File: src/rtl/sram_pixel_writer.sv
// SPI (mode 0, MSB first) RGB565 pixel receiver that hands each pixel to an SRAM write port.
// Optional build macro PIXEL_WRITER_FRAME_SYNC_EN: a CS_n falling edge restarts addressing at 0.
module sram_pixel_writer (
    input  logic        i_clk,
    input  logic        i_rst_n,
    input  logic        i_spi_sclk,
    input  logic        i_spi_cs_n,
    input  logic        i_spi_mosi,
    input  logic [16:0] i_waddr_max,
    output logic [16:0] o_sram_waddr,
    output logic [15:0] o_sram_wdata,
    output logic        o_sram_wreq,
    input  logic        i_sram_wack,
    output logic        o_frame_done,
    output logic        o_overrun
);

    typedef enum logic {ST_IDLE, ST_PEND} state_t;

    state_t      r_state;
    state_t      w_state_next;
    logic [1:0]  r_sclk_sync;
    logic [1:0]  r_cs_sync;
    logic [1:0]  r_mosi_sync;
    logic        r_sclk_prev;
    logic [15:0] r_shift;
    logic [3:0]  r_bit_cnt;
    logic        r_pix_done;
    logic        r_pix_vld;
    logic [15:0] r_pix_word;
    logic [16:0] r_waddr;
    logic [15:0] r_wdata;
    logic        r_frame_done;
    logic        r_overrun;
    logic        w_sclk_rise;
    logic        w_cs_n;
    logic        w_accept;
    logic        w_load;
    logic        w_drop;
    logic        w_addr_last;
    logic        w_wrap;
    logic [16:0] w_addr_next;

    always_ff @(posedge i_clk or negedge i_rst_n) begin
        if (!i_rst_n) begin
            r_sclk_sync <= 2'b00;
            r_cs_sync   <= 2'b11;
            r_mosi_sync <= 2'b00;
            r_sclk_prev <= 1'b0;
        end else begin
            r_sclk_sync <= {r_sclk_sync[0], i_spi_sclk};
            r_cs_sync   <= {r_cs_sync[0], i_spi_cs_n};
            r_mosi_sync <= {r_mosi_sync[0], i_spi_mosi};
            r_sclk_prev <= r_sclk_sync[1];
        end
    end

    assign w_sclk_rise = r_sclk_sync[1] & ~r_sclk_prev;
    assign w_cs_n      = r_cs_sync[1];

    // r_pix_vld trails the completing SCLK edge by one extra stage so the
    // request rises a fixed four clocks after the 16th rise is first sampled.
    always_ff @(posedge i_clk or negedge i_rst_n) begin
        if (!i_rst_n) begin
            r_shift    <= '0;
            r_bit_cnt  <= '0;
            r_pix_done <= 1'b0;
            r_pix_vld  <= 1'b0;
            r_pix_word <= '0;
        end else begin
            r_pix_vld <= r_pix_done;
            if (w_cs_n) begin
                r_shift    <= '0;
                r_bit_cnt  <= '0;
                r_pix_done <= 1'b0;
            end else if (w_sclk_rise) begin
                r_shift    <= {r_shift[14:0], r_mosi_sync[1]};
                r_bit_cnt  <= r_bit_cnt + 4'd1;
                r_pix_done <= (r_bit_cnt == 4'd15);
                if (r_bit_cnt == 4'd15) begin
                    r_pix_word <= {r_shift[14:0], r_mosi_sync[1]};
                end
            end else begin
                r_pix_done <= 1'b0;
            end
        end
    end

    always_ff @(posedge i_clk or negedge i_rst_n) begin
        if (!i_rst_n) begin
            r_state <= ST_IDLE;
        end else begin
            r_state <= w_state_next;
        end
    end

    always_comb begin
        w_state_next = r_state;
        w_accept     = 1'b0;
        w_load       = 1'b0;
        w_drop       = 1'b0;
        case (r_state)
            ST_IDLE: begin
                if (r_pix_vld) begin
                    w_load       = 1'b1;
                    w_state_next = ST_PEND;
                end
            end
            ST_PEND: begin
                if (i_sram_wack) begin
                    w_accept = 1'b1;
                    if (r_pix_vld) begin
                        w_load = 1'b1;
                    end else begin
                        w_state_next = ST_IDLE;
                    end
                end else if (r_pix_vld) begin
                    w_drop = 1'b1;
                end
            end
            default: w_state_next = ST_IDLE;
        endcase
    end

    assign w_addr_last = (r_waddr == (i_waddr_max - 17'd1));

`ifdef PIXEL_WRITER_FRAME_SYNC_EN
    logic r_cs_prev;
    logic r_sync_pend;
    logic w_cs_fall;
    logic w_sync_zero;

    assign w_cs_fall   = r_cs_prev & ~w_cs_n;
    // A restart seen while a pixel is pending is deferred to that pixel's accept.
    assign w_sync_zero = (w_accept & (r_sync_pend | w_cs_fall)) |
                         (w_cs_fall & (r_state == ST_IDLE));

    always_ff @(posedge i_clk or negedge i_rst_n) begin
        if (!i_rst_n) begin
            r_cs_prev   <= 1'b1;
            r_sync_pend <= 1'b0;
        end else begin
            r_cs_prev <= w_cs_n;
            if (w_accept) begin
                r_sync_pend <= 1'b0;
            end else if (w_cs_fall && (r_state == ST_PEND)) begin
                r_sync_pend <= 1'b1;
            end
        end
    end
`else
    logic w_sync_zero;
    assign w_sync_zero = 1'b0;
`endif

    always_comb begin
        w_addr_next = r_waddr;
        w_wrap      = 1'b0;
        if (w_accept) begin
            if (w_addr_last) begin
                w_addr_next = '0;
                w_wrap      = 1'b1;
            end else begin
                w_addr_next = r_waddr + 17'd1;
            end
        end
        if (w_sync_zero) begin
            w_addr_next = '0;
            w_wrap      = 1'b0;
        end
    end

    always_ff @(posedge i_clk or negedge i_rst_n) begin
        if (!i_rst_n) begin
            r_waddr      <= '0;
            r_wdata      <= '0;
            r_frame_done <= 1'b0;
            r_overrun    <= 1'b0;
        end else begin
            r_waddr      <= w_addr_next;
            r_frame_done <= w_wrap;
            if (w_load) begin
                r_wdata <= r_pix_word;
            end
            if (w_drop) begin
                r_overrun <= 1'b1;
            end
        end
    end

    assign o_sram_waddr = r_waddr;
    assign o_sram_wdata = r_wdata;
    assign o_sram_wreq  = (r_state == ST_PEND);
    assign o_frame_done = r_frame_done;
    assign o_overrun    = r_overrun;

endmodule
File: config.mk
export PLATFORM = sky130hd
export DESIGN_NAME = sram_pixel_writer
export DESIGN_NICKNAME = d
export VERILOG_FILES = /design/src/rtl/sram_pixel_writer.sv
export SDC_FILE = /design/constraint.sdc
export NUM_CORES = 1
export LEC_CHECK = 0
export CORE_MARGIN = 5
export CORE_UTILIZATION = 50
export CTS_CLUSTER_SIZE = 8
export DETAILED_ROUTE_END_ITERATION = 10
export PLACE_DENSITY = 0.75
export SLEW_MARGIN = 20
export SYNTH_ARGS = -nofsm -noshare
export SYNTH_HDL_FRONTEND = slang
export SYNTH_SLANG_ARGS = --single-unit
File: constraint.sdc
create_clock -name i_clk -period 7.5 [get_ports i_clk]
set_input_delay 1.5 -clock i_clk [delete_from_list [all_inputs] [get_ports i_clk]]
set_output_delay 1.5 -clock i_clk [all_outputs]
set_load 0.03 [all_outputs]
==> reports/metrics.yaml <==
yosys.cell_types.count: 45
antenna_found_initial: 0
multi_input_area_um2: 1607
synth_mux_area_share_pct: 10.37
root_buffer: "clkbuf_8"
clock.fmax_mhz: 221.7
r2r_slack_ns: 5.00
grt.overflow.total: 0
io_buffers: 58
postLayoutCellArea_um2: 4557
synth-adder-area-share_pct: 1.020
post-place-ws_ns: 2.662
grt_pass1_vias: 2520
ys_top_cells_by_area: "dfrtp_1 53%, mux2_2 10%, nand2_1 5.5%"
power_leakage_nw: 1.993
hold_buffers: 0
grtUsageTotal_pct: 17.02
min_period_over_period_pct: 60.13
gp_congestion: 0.8443
synth_largest_area_cell: "dfrtp_1"
synthCells: 332
rsz0062_at_grt: "false"
regArea_um2: 2004
grt_max_degree: 81
synth-compound-area-share_pct: 6.596
yosysSeqAreaShare_pct: 54.47
vias: 2588
rr_endpoint: "o_sram_waddr[8]"
drive_gt1_share_pct: 14.94
fin_ws_ns: 2.990
whs_ns: 0.3552
crit_required_ns: 7.72
vias_per_cell: 5.239
die_x_um: 95.79
crit_chain: "clkdlybuf4s50_1, inv_1, ha_1, nor3b_1, nand3b_1, or3b_2, xnor2_1, a2111oi_4, and3_4, nor2_1"
synth.top_cell.area_share_pct: 53.04
clock-sinks: 80
cts_max_path_buffers: 2
async_reset_ff_share_pct: 100.0
ys.flop_type: "dfrtp_1"
core_um2: 7214
diodes: 0
synth_edf_count: 0
dp.final_hpwl_um: 5178
initial_core_util_pct: 51.01
synth_nets: 358
synthSimpleGateAreaFrac_pct: 16.25
crit_slowest_cell: "nor3b_1"
cts_made_buffers: 9
powerDensity_nw_per_um2: 183.3
r2r-start: "o_sram_waddr[5]"
wl_per_cell_um: 14.52
post-cts-setup-buffers: 0
clk_latency_ns: 0.34
synth_area_um2: 3680
die_area_um2: 9175
critical_path.max_fanout: 13
status: "complete, no violations"
setup_viol: 0
slowest_delay_ns: 0.67
synthXorXnorAreaFrac_pct: 9.283
nets: 416
cp-end-kind: "flop"
worst_pin_slew_ns: 0.9759
synth_top_family_by_area: "simple AND/OR/NAND/NOR gates"
drtIter0Drc: 107
critPathArrivalTime_ns: 4.73
fin_util_pct: 63.16
synth.avg_cell_area_um2: 11.08
wl_um: 7173
finalSetupTns_ns: 0
die_h_um: 95.79
path_delay_family: "simple AND/OR/NAND/NOR gates"
io_pins: 59
rows: 31
cts_tree: "done"
startpoint: "i_waddr_max[0]"
clk_pin_slew_worst_paths_ns: 0.07
area_growth_pct: 23.84
crit_type: "in2reg"
fin_skew_ns: 0.008584
drv_cap: 0
drt_pre_antenna_iters: 4
yosysWarningCount: 0
period_minus_slack_ns: 4.510
drv_slew: 0
cp-endpoint: "o_sram_waddr[8]"
postRouteAntennaNets: 0
dpl_cell_area_um2: 4343
finalHoldViolations: 0
worst_r2r_path_depth: 7
synth-seq-cells: 80
cp_num_buf_inv: 2
startpoint_type: "input port"
htree_levels: 3
hp-class: "reg2reg"
worst-path-stages: 10
ctsResizeCount: 0
drc: 0
grt_first_pass_wirelength_um: 12050
relSlewSlack_pct: 34.94
fill_cells: 606
ir_drop_mv: 0.1870
[logic make-up (layout without fill, tap and decap cells)]
| logic type | Yosys count | after routing |
|---|---|---|
| flip-flops | 80 | 80 |
| buffers and inverters | 17 | 80 |
| AND/OR/NAND/NOR | 124 | 124 |
| adder cells (fa/ha/maj) | 3 | 3 |
| AO/OA/AOI/OAI | 35 | 35 |
| multiplexers | 34 | 34 |
| XOR/XNOR | 39 | 39 |
[layout by cell type, fill, tap and decap left out, types with 5 or more instances in the layout]
cell type	Yosys	routed
a21oi_1	18	18
and3_1	5	5
clkbuf_8	0	10
clkdlybuf4s50_1	0	57
dfrtp_1	78	78
mux2_2	33	33
nand2_1	54	54
nand3_1	6	6
nor2_1	25	25
xnor2_1	21	21
xor2_1	18	18
[layer usage]
layer	up-vias	part of all wire, %	track usage, %	wire, um
met4	0	0.60	5.332	43
li1	1257	-	-	-
met3	4	6.4	5.160	456
met2	61	49	27.27	3548
met5	-	0	0	0
met1	1266	44	22.23	3124
[synth_stat cells, types with 2 or more instances]
cell and instances:
buf_2 2, inv_1 4, a21oi_1 18, nand2_1 54
nor2_1 25, clkbuf_1 10, o211ai_1 2, dfrtp_1 78
ha_1 3, and2_1 3, xor2_1 18, mux2_2 33
a21o_1 2, nand3b_1 2, nand4_1 4, nand3_1 6
a211oi_1 2, nor3_1 4, nor4_1 3, and3_1 5
or3b_2 2, or4_1 4, nor3b_1 2, o21ai_0 2
xnor2_1 21, dfstp_2 2, nand2b_1 3
[power by group]
part	switching (mW)	total [mW]	leakage [nW]	internal (mW)
clock	0.141	0.338	0.108	0.197
sequential	0.00547	0.441	1.08	0.436
combinational	0.0305	0.0560	0.806	0.0255
[area by class of cell]
class / count / share of cell area [%]
repair buffers: 60 / 13.01
clock inverters: 3 / 1.428
inverters: 4 / 0.3295
clock buffers: 13 / 3.267
well taps: 99 / 2.718
flip-flops and latches: 80 / 43.99
multi-input cells: 235 / 35.26
[stage by stage]
step / power [mW] / std cells
floorplan: 0.4760 / 332
global placement: 0.5054 / 478
detailed placement: 0.5063 / 478
CTS: 0.8451 / 494
global route: 0.8733 / 494
finish: 0.8353 / 494
[worst min path at each step]
stage	depth (start not counted)	startpoint	slack, ns	endpoint
floorplan	0	r_mosi_sync[0]	0.33	r_mosi_sync[1]
global placement	0	r_mosi_sync[0]	0.33	r_mosi_sync[1]
detailed placement	0	r_pix_done	0.34	r_pix_vld
CTS	0	r_mosi_sync[0]	0.36	r_mosi_sync[1]
global route	0	r_cs_sync[0]	0.36	r_cs_sync[1]
finish	0	r_mosi_sync[0]	0.36	r_mosi_sync[1]
[flip-flops by register name (all words and copies together) (netlist names), 2 cells and up]
register      count
o_sram_waddr     17
o_sram_wdata     16
r_pix_word       16
r_shift          15
r_bit_cnt         4
r_cs_sync         2
r_mosi_sync       2
r_sclk_sync       2
No activity file was read; power rests on OpenSTA's default activity.
